$ cat config.mk
export PLATFORM = sky130hd
export DESIGN_NAME = multicycle_control
export DESIGN_NICKNAME = d
export VERILOG_FILES = /design/src/rtl/multicycle_control.sv
export SDC_FILE = /design/constraint.sdc
export NUM_CORES = 1
export LEC_CHECK = 0
export CORE_MARGIN = 5
export CORE_UTILIZATION = 39
export CTS_BUF_LIST = sky130_fd_sc_hd__clkbuf_4
export DETAILED_ROUTE_END_ITERATION = 7
export GPL_ROUTABILITY_DRIVEN = 0
export HOLD_SLACK_MARGIN = 0.15
export PLACE_DENSITY = 0.84
export SYNTH_ARGS = -nofsm -noshare
export SYNTH_HDL_FRONTEND = slang
export SYNTH_SLANG_ARGS = --single-unit
$ cat constraint.sdc
create_clock -name clk -period 1.7 [get_ports clk]
set_clock_uncertainty 0.15 [all_clocks]
set_input_delay 0.34 -clock clk [delete_from_list [all_inputs] [get_ports clk]]
set_output_delay 0.34 -clock clk [all_outputs]
set_load 0.005 [all_outputs]
$ cat src/rtl/multicycle_control.sv
// -----------------------------------------------------------------------------
// multicycle_control
//
// Moore-style control FSM for the multicycle MIPS datapath. Sequences each
// instruction through FETCH / DECODE / execute / write-back states and drives
// every datapath control strobe.
//
// Ports:
//   clk         - system clock, rising edge
//   reset       - asynchronous active-low reset
//   Op          - instruction[31:26] from the IR
//   Funct       - instruction[5:0] from the IR
//   Zero        - ALU result-equals-zero flag
//   PCEn        - PC load enable
//   IorD        - memory address select (0 = PC, 1 = ALUOut)
//   MemWrite    - data memory write strobe
//   IRWrite     - instruction register load
//   RegDst      - write register select (0 = rt, 1 = rd)
//   MemtoReg    - write-back data select (0 = ALUOut, 1 = Data)
//   RegWrite    - register file write enable
//   ALUSrcA     - ALU A select (0 = PC, 1 = reg A)
//   ALUSrcB     - ALU B select (00 B, 01 4, 10 SignImm, 11 SignImm<<2)
//   ALUControl  - ALU operation
//   PCSrc       - next-PC select (00 ALUResult, 01 ALUOut, 10 jump target)
//   state_o     - current state, debug visibility
//   instr_done  - high in the final state of every instruction
//
// Outputs are combinational from the state (plus Op/Funct/Zero where an
// output depends on them) and are all forced low while reset is asserted, so
// the FETCH strobes cannot write the PC or IR during reset.
// -----------------------------------------------------------------------------
module multicycle_control (
    input  logic       clk,
    input  logic       reset,
    input  logic [5:0] Op,
    input  logic [5:0] Funct,
    input  logic       Zero,
    output logic       PCEn,
    output logic       IorD,
    output logic       MemWrite,
    output logic       IRWrite,
    output logic       RegDst,
    output logic       MemtoReg,
    output logic       RegWrite,
    output logic       ALUSrcA,
    output logic [1:0] ALUSrcB,
    output logic [3:0] ALUControl,
    output logic [1:0] PCSrc,
    output logic [3:0] state_o,
    output logic       instr_done
);

    typedef enum logic [3:0] {
        FETCH    = 4'd0,
        DECODE   = 4'd1,
        MEMADR   = 4'd2,
        MEMREAD  = 4'd3,
        MEMWB    = 4'd4,
        MEMWRITE = 4'd5,
        EXECUTE  = 4'd6,
        ALUWB    = 4'd7,
        BRANCH   = 4'd8,
        ADDIEX   = 4'd9,
        ADDIWB   = 4'd10,
        JUMP     = 4'd11
    } state_t;

    localparam logic [5:0] OP_RTYPE = 6'b000000;
    localparam logic [5:0] OP_LW    = 6'b100011;
    localparam logic [5:0] OP_SW    = 6'b101011;
    localparam logic [5:0] OP_BEQ   = 6'b000100;
    localparam logic [5:0] OP_BNE   = 6'b000101;
    localparam logic [5:0] OP_ADDI  = 6'b001000;
    localparam logic [5:0] OP_J     = 6'b000010;

    localparam logic [5:0] FN_ADD = 6'b100000;
    localparam logic [5:0] FN_SUB = 6'b100010;
    localparam logic [5:0] FN_AND = 6'b100100;
    localparam logic [5:0] FN_OR  = 6'b100101;
    localparam logic [5:0] FN_SLT = 6'b101010;
    localparam logic [5:0] FN_NOR = 6'b100111;

    localparam logic [3:0] ALU_AND = 4'b0000;
    localparam logic [3:0] ALU_OR  = 4'b0001;
    localparam logic [3:0] ALU_ADD = 4'b0010;
    localparam logic [3:0] ALU_SUB = 4'b0110;
    localparam logic [3:0] ALU_SLT = 4'b0111;
    localparam logic [3:0] ALU_NOR = 4'b1100;

    state_t     state;
    logic       op_legal;
    logic       funct_legal;
    logic [3:0] funct_alu;

    // Opcode legality: anything outside the supported set is dropped in DECODE.
    always_comb begin
        op_legal = 1'b0;
        case (Op)
            OP_RTYPE, OP_LW, OP_SW, OP_BEQ, OP_BNE, OP_ADDI, OP_J: op_legal = 1'b1;
            default: op_legal = 1'b0;
        endcase
    end

    // R-type funct decode; illegal funct leaves ALU at ADD and aborts the op.
    always_comb begin
        funct_legal = 1'b1;
        funct_alu   = ALU_ADD;
        case (Funct)
            FN_ADD:  funct_alu = ALU_ADD;
            FN_SUB:  funct_alu = ALU_SUB;
            FN_AND:  funct_alu = ALU_AND;
            FN_OR:   funct_alu = ALU_OR;
            FN_SLT:  funct_alu = ALU_SLT;
            FN_NOR:  funct_alu = ALU_NOR;
            default: funct_legal = 1'b0;
        endcase
    end

    // State register. Unused encodings 12-15 fall into the default arm and
    // return to FETCH.
    always_ff @(posedge clk or negedge reset) begin
        if (!reset) begin
            state <= FETCH;
        end else begin
            case (state)
                FETCH:   state <= DECODE;
                DECODE: begin
                    case (Op)
                        OP_LW, OP_SW:   state <= MEMADR;
                        OP_RTYPE:       state <= EXECUTE;
                        OP_BEQ, OP_BNE: state <= BRANCH;
                        OP_ADDI:        state <= ADDIEX;
                        OP_J:           state <= JUMP;
                        default:        state <= FETCH;
                    endcase
                end
                MEMADR:  state <= (Op == OP_SW) ? MEMWRITE : MEMREAD;
                MEMREAD: state <= MEMWB;
                EXECUTE: state <= funct_legal ? ALUWB : FETCH;
                ADDIEX:  state <= ADDIWB;
                default: state <= FETCH;
            endcase
        end
    end

    // Output decode. Reset gating is applied last so it overrides every state.
    always_comb begin
        PCEn       = 1'b0;
        IorD       = 1'b0;
        MemWrite   = 1'b0;
        IRWrite    = 1'b0;
        RegDst     = 1'b0;
        MemtoReg   = 1'b0;
        RegWrite   = 1'b0;
        ALUSrcA    = 1'b0;
        ALUSrcB    = 2'b00;
        ALUControl = ALU_ADD;
        PCSrc      = 2'b00;
        instr_done = 1'b0;
        case (state)
            FETCH: begin
                IRWrite = 1'b1;
                ALUSrcB = 2'b01;
                PCEn    = 1'b1;
            end
            DECODE: begin
                ALUSrcB    = 2'b11;
                instr_done = ~op_legal;
            end
            MEMADR, ADDIEX: begin
                ALUSrcA = 1'b1;
                ALUSrcB = 2'b10;
            end
            MEMREAD: IorD = 1'b1;
            MEMWB: begin
                MemtoReg   = 1'b1;
                RegWrite   = 1'b1;
                instr_done = 1'b1;
            end
            MEMWRITE: begin
                IorD       = 1'b1;
                MemWrite   = 1'b1;
                instr_done = 1'b1;
            end
            EXECUTE: begin
                ALUSrcA    = 1'b1;
                ALUControl = funct_alu;
                instr_done = ~funct_legal;
            end
            ALUWB: begin
                RegDst     = 1'b1;
                RegWrite   = 1'b1;
                instr_done = 1'b1;
            end
            BRANCH: begin
                ALUSrcA    = 1'b1;
                ALUControl = ALU_SUB;
                PCSrc      = 2'b01;
                // Zero is used directly in this cycle; bne takes the inverse.
                PCEn       = (Op == OP_BNE) ? ~Zero : Zero;
                instr_done = 1'b1;
            end
            ADDIWB: begin
                RegWrite   = 1'b1;
                instr_done = 1'b1;
            end
            JUMP: begin
                PCSrc      = 2'b10;
                PCEn       = 1'b1;
                instr_done = 1'b1;
            end
            default: ;
        endcase
        if (!reset) begin
            PCEn       = 1'b0;
            IorD       = 1'b0;
            MemWrite   = 1'b0;
            IRWrite    = 1'b0;
            RegDst     = 1'b0;
            MemtoReg   = 1'b0;
            RegWrite   = 1'b0;
            ALUSrcA    = 1'b0;
            ALUSrcB    = 2'b00;
            ALUControl = 4'b0000;
            PCSrc      = 2'b00;
            instr_done = 1'b0;
        end
    end

    assign state_o = reset ? state : 4'd0;

endmodule
==> run summary, run 1 <==
outcome: aborted with a tool error
Failed at: 4_1_cts
First Err: [ERROR DPL-0038] Utilization greater than 100%, impossible to legalize
num rows: 14
syn_nets: 107
clock sinks: 4
cell total after placement: 170
register area share after synthesis: 0.161
H-Tree Depth: 1
CTS Hold Bufs: 0
Post-CTS Setup Inserts: 23
post-synthesis cell area: 623 um^2
post-DP HPWL: 2070 um
die height: 50.0 um
Syn. warnings: 0
most used flip-flop cell after synthesis: dfrtp_1
Async SR Flop Fraction: 1.00
Initial Utilization: 0.414
dpl ws: -1040 ps
Synth Instances: 92
distinct cell type count after synthesis: 36
port bufs: 35
Clock Tree Root: clkbuf_4
PostCTS Resize Cnt: 190
die width: 50.0 um
Post-synth EDFFs: 0
flops & latches, synth: 4
TritonCTS buffer count: 3
I/O pin cnt: 36
syn_area_per_cell: 6.77 um^2
CTS max path bufs: 2
-- cells by family after synthesis --
kind of cell    synth area share
compound gates             0.265
xor+xnor                  0.0281
buf+inv                   0.0723
flops                      0.161
mux                       0.0341
simple gates               0.440
-- synth_stat cells (2+ instances only) --
| cell | count | area (um^2) |
|---|---|---|
| a32oi_1 | 2 | 17.5 |
| o21ai_0 | 3 | 15.0 |
| nand2_1 | 4 | 15.0 |
| nor4_1 | 3 | 18.8 |
| buf_2 | 3 | 15.0 |
| nand3_1 | 3 | 15.0 |
| o31ai_1 | 2 | 15.0 |
| inv_1 | 5 | 18.8 |
| o21a_1 | 2 | 15.0 |
| dfrtp_1 | 4 | 100 |
| nor2_1 | 14 | 52.6 |
| a22oi_1 | 2 | 15.0 |
| and3_1 | 4 | 25.0 |
| a31oi_1 | 3 | 18.8 |
| and2_1 | 4 | 25.0 |
| o211ai_1 | 2 | 15.0 |
| nor2b_1 | 2 | 12.5 |
| clkbuf_1 | 2 | 7.51 |
| nand2b_1 | 5 | 31.3 |
| nor3_1 | 6 | 30.0 |
| xor2_1 | 2 | 17.5 |
-- stage by stage --
stage / area, um^2 / util
after detailed placement: 1210 / 0.806
after floorplan: 623 / -
after global placement: 1210 / 0.806
==> inputs of run 2 (changes only) <==
CORE_AREA = 5 5 66 68   (was default)
CORE_MARGIN = default   (was 5)
CORE_UTILIZATION = default   (was 39)
CTS_BUF_LIST = default   (was sky130_fd_sc_hd__clkbuf_4)
DIE_AREA = 0 0 71 73   (was default)
HOLD_SLACK_MARGIN = default   (was 0.15)
PLACE_DENSITY = default   (was 0.84)
PLACE_DENSITY_LB_ADDON = 0.15   (was default)
==> run 2 against run 1 <==
- the flow now finishes, with violations (setup timing)
- area after synthesis unchanged
- synthesized cell count unchanged
==> run summary, run 2 <==
outcome: finished, violations left
failing checks: setup timing
first-pass detailed-route iteration total: 4
pin count of the biggest net entering global routing: 9
Clock Tree Root: clkbuf_8
f_max: 496 MHz
count leader, synth: nor2_1
post-synth top area share: 0.161 (unchanged)
Post-synth EDFFs: 0 (unchanged)
power density over cell area: 923 nW/um^2
kind of start point of the critical path: primary input
initial antenna violation count: 0
GR Overflow Total: 0
uppermost layer routed: met4
share of layout cells above drive strength 1: 0.621
most used flip-flop cell after synthesis: dfrtp_1
Metal-1 WL: 1150 um
nets: 194
crit path capture type: output pin
Final Max Slew Viols: 0
met2 WL post-DR: 1690 um
die width: 71 um (+42%)
core area: 3800 um^2
total number of vias: 1014
commonest non-fill, non-tap cells in the layout: buf_4, buf_6, buf_2
Syn. warnings: 0 (unchanged)
area leader, netlist: dfrtp_1
CP required: 1210 ps
die area: 5180 um^2
most common cell after layout, fill and taps aside: buf_4
Hold Crit Class: in -> async
Leakage: 0.754 nW
Max IR drop VDD: 0.000312 V
CTS max path bufs: 2 (unchanged)
CTS tree: built
Detail Route Antenna Nets: 0
Initial Utilization: 0.164 (-0.250)
final WL: 2970 um
RSZ-0062 raised after global routing: true
post-DP HPWL: 2070 um (about the same)
Worst Path Max Fanout: 2
Fin. Hold Viols: 0
Max Cap Violations: 0
syn_nets: 107 (unchanged)
die height: 73 um (+46%)
Async SR Flop Fraction: 1.00 (unchanged)
Worst Max-Slew Pin Slew: 272 ps
port bufs: 35 (unchanged)
flops & latches, synth: 4 (unchanged)
clock sinks: 4 (unchanged)
relative slew slack: 0.816
DR iter-0 viols: 32
Total GRT Usage: 0.116
H-Tree Depth: 1 (unchanged)
CTS Hold Bufs: 0 (unchanged)
TritonCTS buffer count: 3 (unchanged)
Synth Instances: 92 (unchanged)
register area share after synthesis: 0.161 (unchanged)
WL met3: 112 um
ant diodes: 0
clk_lat worst skew: 210 ps
distinct cell type count after synthesis: 36 (unchanged)
vias in the first global route: 1080
I/O pin cnt: 36 (unchanged)
cell total after placement: 205 (+21%)
num rows: 23 (+9)
Synth area leaders: dfrtp_1, nor2_1, nand2b_1
first-pass GRT wire length: 4910 um
Most flops, register: state
post-route insts no fill: 227
Remaining DRCs: 0
Post-synth top cells: nor2_1, nor3_1, inv_1, nand2b_1
CP arrival: 1530 ps
WL/cell: 13.1 um
syn_area_per_cell: 6.77 um^2 (unchanged)
max reg flops: 4
Final Util: 0.419
post-route setup slack: -316 ps
post-synthesis cell area: 623 um^2 (unchanged)
Avg Vias per Cell: 4.47
Final setup viols: 18
Crit Path Category: in -> out
biggest regs: state (4)
minimum clock period: 2020 ps
fill count: 388
Layout area overhead: 155%
Clock Pin Slew Worst Setup and Hold Paths: 30 ps
crit share post-route: 1.19
run 2: cell counts after synthesis:
Identical to the previous run, type by type.
run 2: routing by layer:
layer,vias to the layer above,track usage
met4,0,0.0313
met2,30,0.238
met5,-,0
met1,467,0.125
li1,515,-
met3,2,0.00964
run 2: through the flow:
stage	hold slack (ps)	power [mW]	instance area [um^2]	setup WS (ps)	TNS, ps
2_1_floorplan	-106	0.509	623	17.0	0
3_3_place_gp	568	1.04	1280	-1010	-14300
3_5_place_dp	562	1.04	1280	-1040	-14660
4_1_cts	78.4	1.42	1550	-310	-3360
5_1_grt	87.1	1.57	1590	-393	-4540
6_report	77.4	1.47	1590	-316	-3130
run 2: worst max-delay path: stages:
cell and delay, ps:
buf_4 130, nor4_4 280, buf_4 170, a32oi_2 60, and3_4 180, o31a_1 230
buf_2 130
run 2: final timing paths:
path / start / end / slack, ps / cells after the start
max: Op[4] / instr_done / -320 / 7
min: reset / state[3]$_DFF_PN0_ / 80 / 3
max reg2reg: state[1]$_DFF_PN0_ / state[1]$_DFF_PN0_ / 180 / 6
min reg2reg: state[3]$_DFF_PN0_ / state[3]$_DFF_PN0_ / 570 / 2
max in group asynchronous: reset / state[0]$_DFF_PN0_ / 1090 / 4
min in group clk: Op[3] / state[2]$_DFF_PN0_ / 480 / 4
run 2: timing repair:
action                                  in CTS  in global routing
endpoints found under the setup margin      23                 19
resized for setup                          142                 16
pin swaps                                   22                 13
hold endpoints to repair                     0                  0
buffers inserted                            17                  5
run 2: cells by family (layout without fill, tap and decap cells):
logic type | Yosys count | count (layout) | share of synthesized area
AOI/OAI and AO/OA | 23 | 23 | 0.265
xor gates and xnor gates | 2 | 2 | 0.0281
DFF | 4 | 4 | 0.161
buffers and inverters | 11 | 96 | 0.0723
and+or+nand+nor | 50 | 50 | 0.440
muxes | 2 | 2 | 0.0341
run 2: power by group:
group / switching, mW / leakage (nW) / internal, mW
Clock: 0.0473 / 0.0216 / 0.151
Combinational: 0.476 / 0.681 / 0.638
Sequential: 0.0296 / 0.0514 / 0.126
run 2: area by class of cell:
cell class / count / area (um^2) / share of cell area
clock buffers: 3 / 41.3 / 0.0260
flip-flops and latches: 4 / 101 / 0.0637
repair buffers: 88 / 731 / 0.459
well taps: 50 / 62.6 / 0.0393
multi-input cells: 77 / 636 / 0.400
inverters: 5 / 18.8 / 0.0118
No activity file was read; power rests on OpenSTA's default activity.
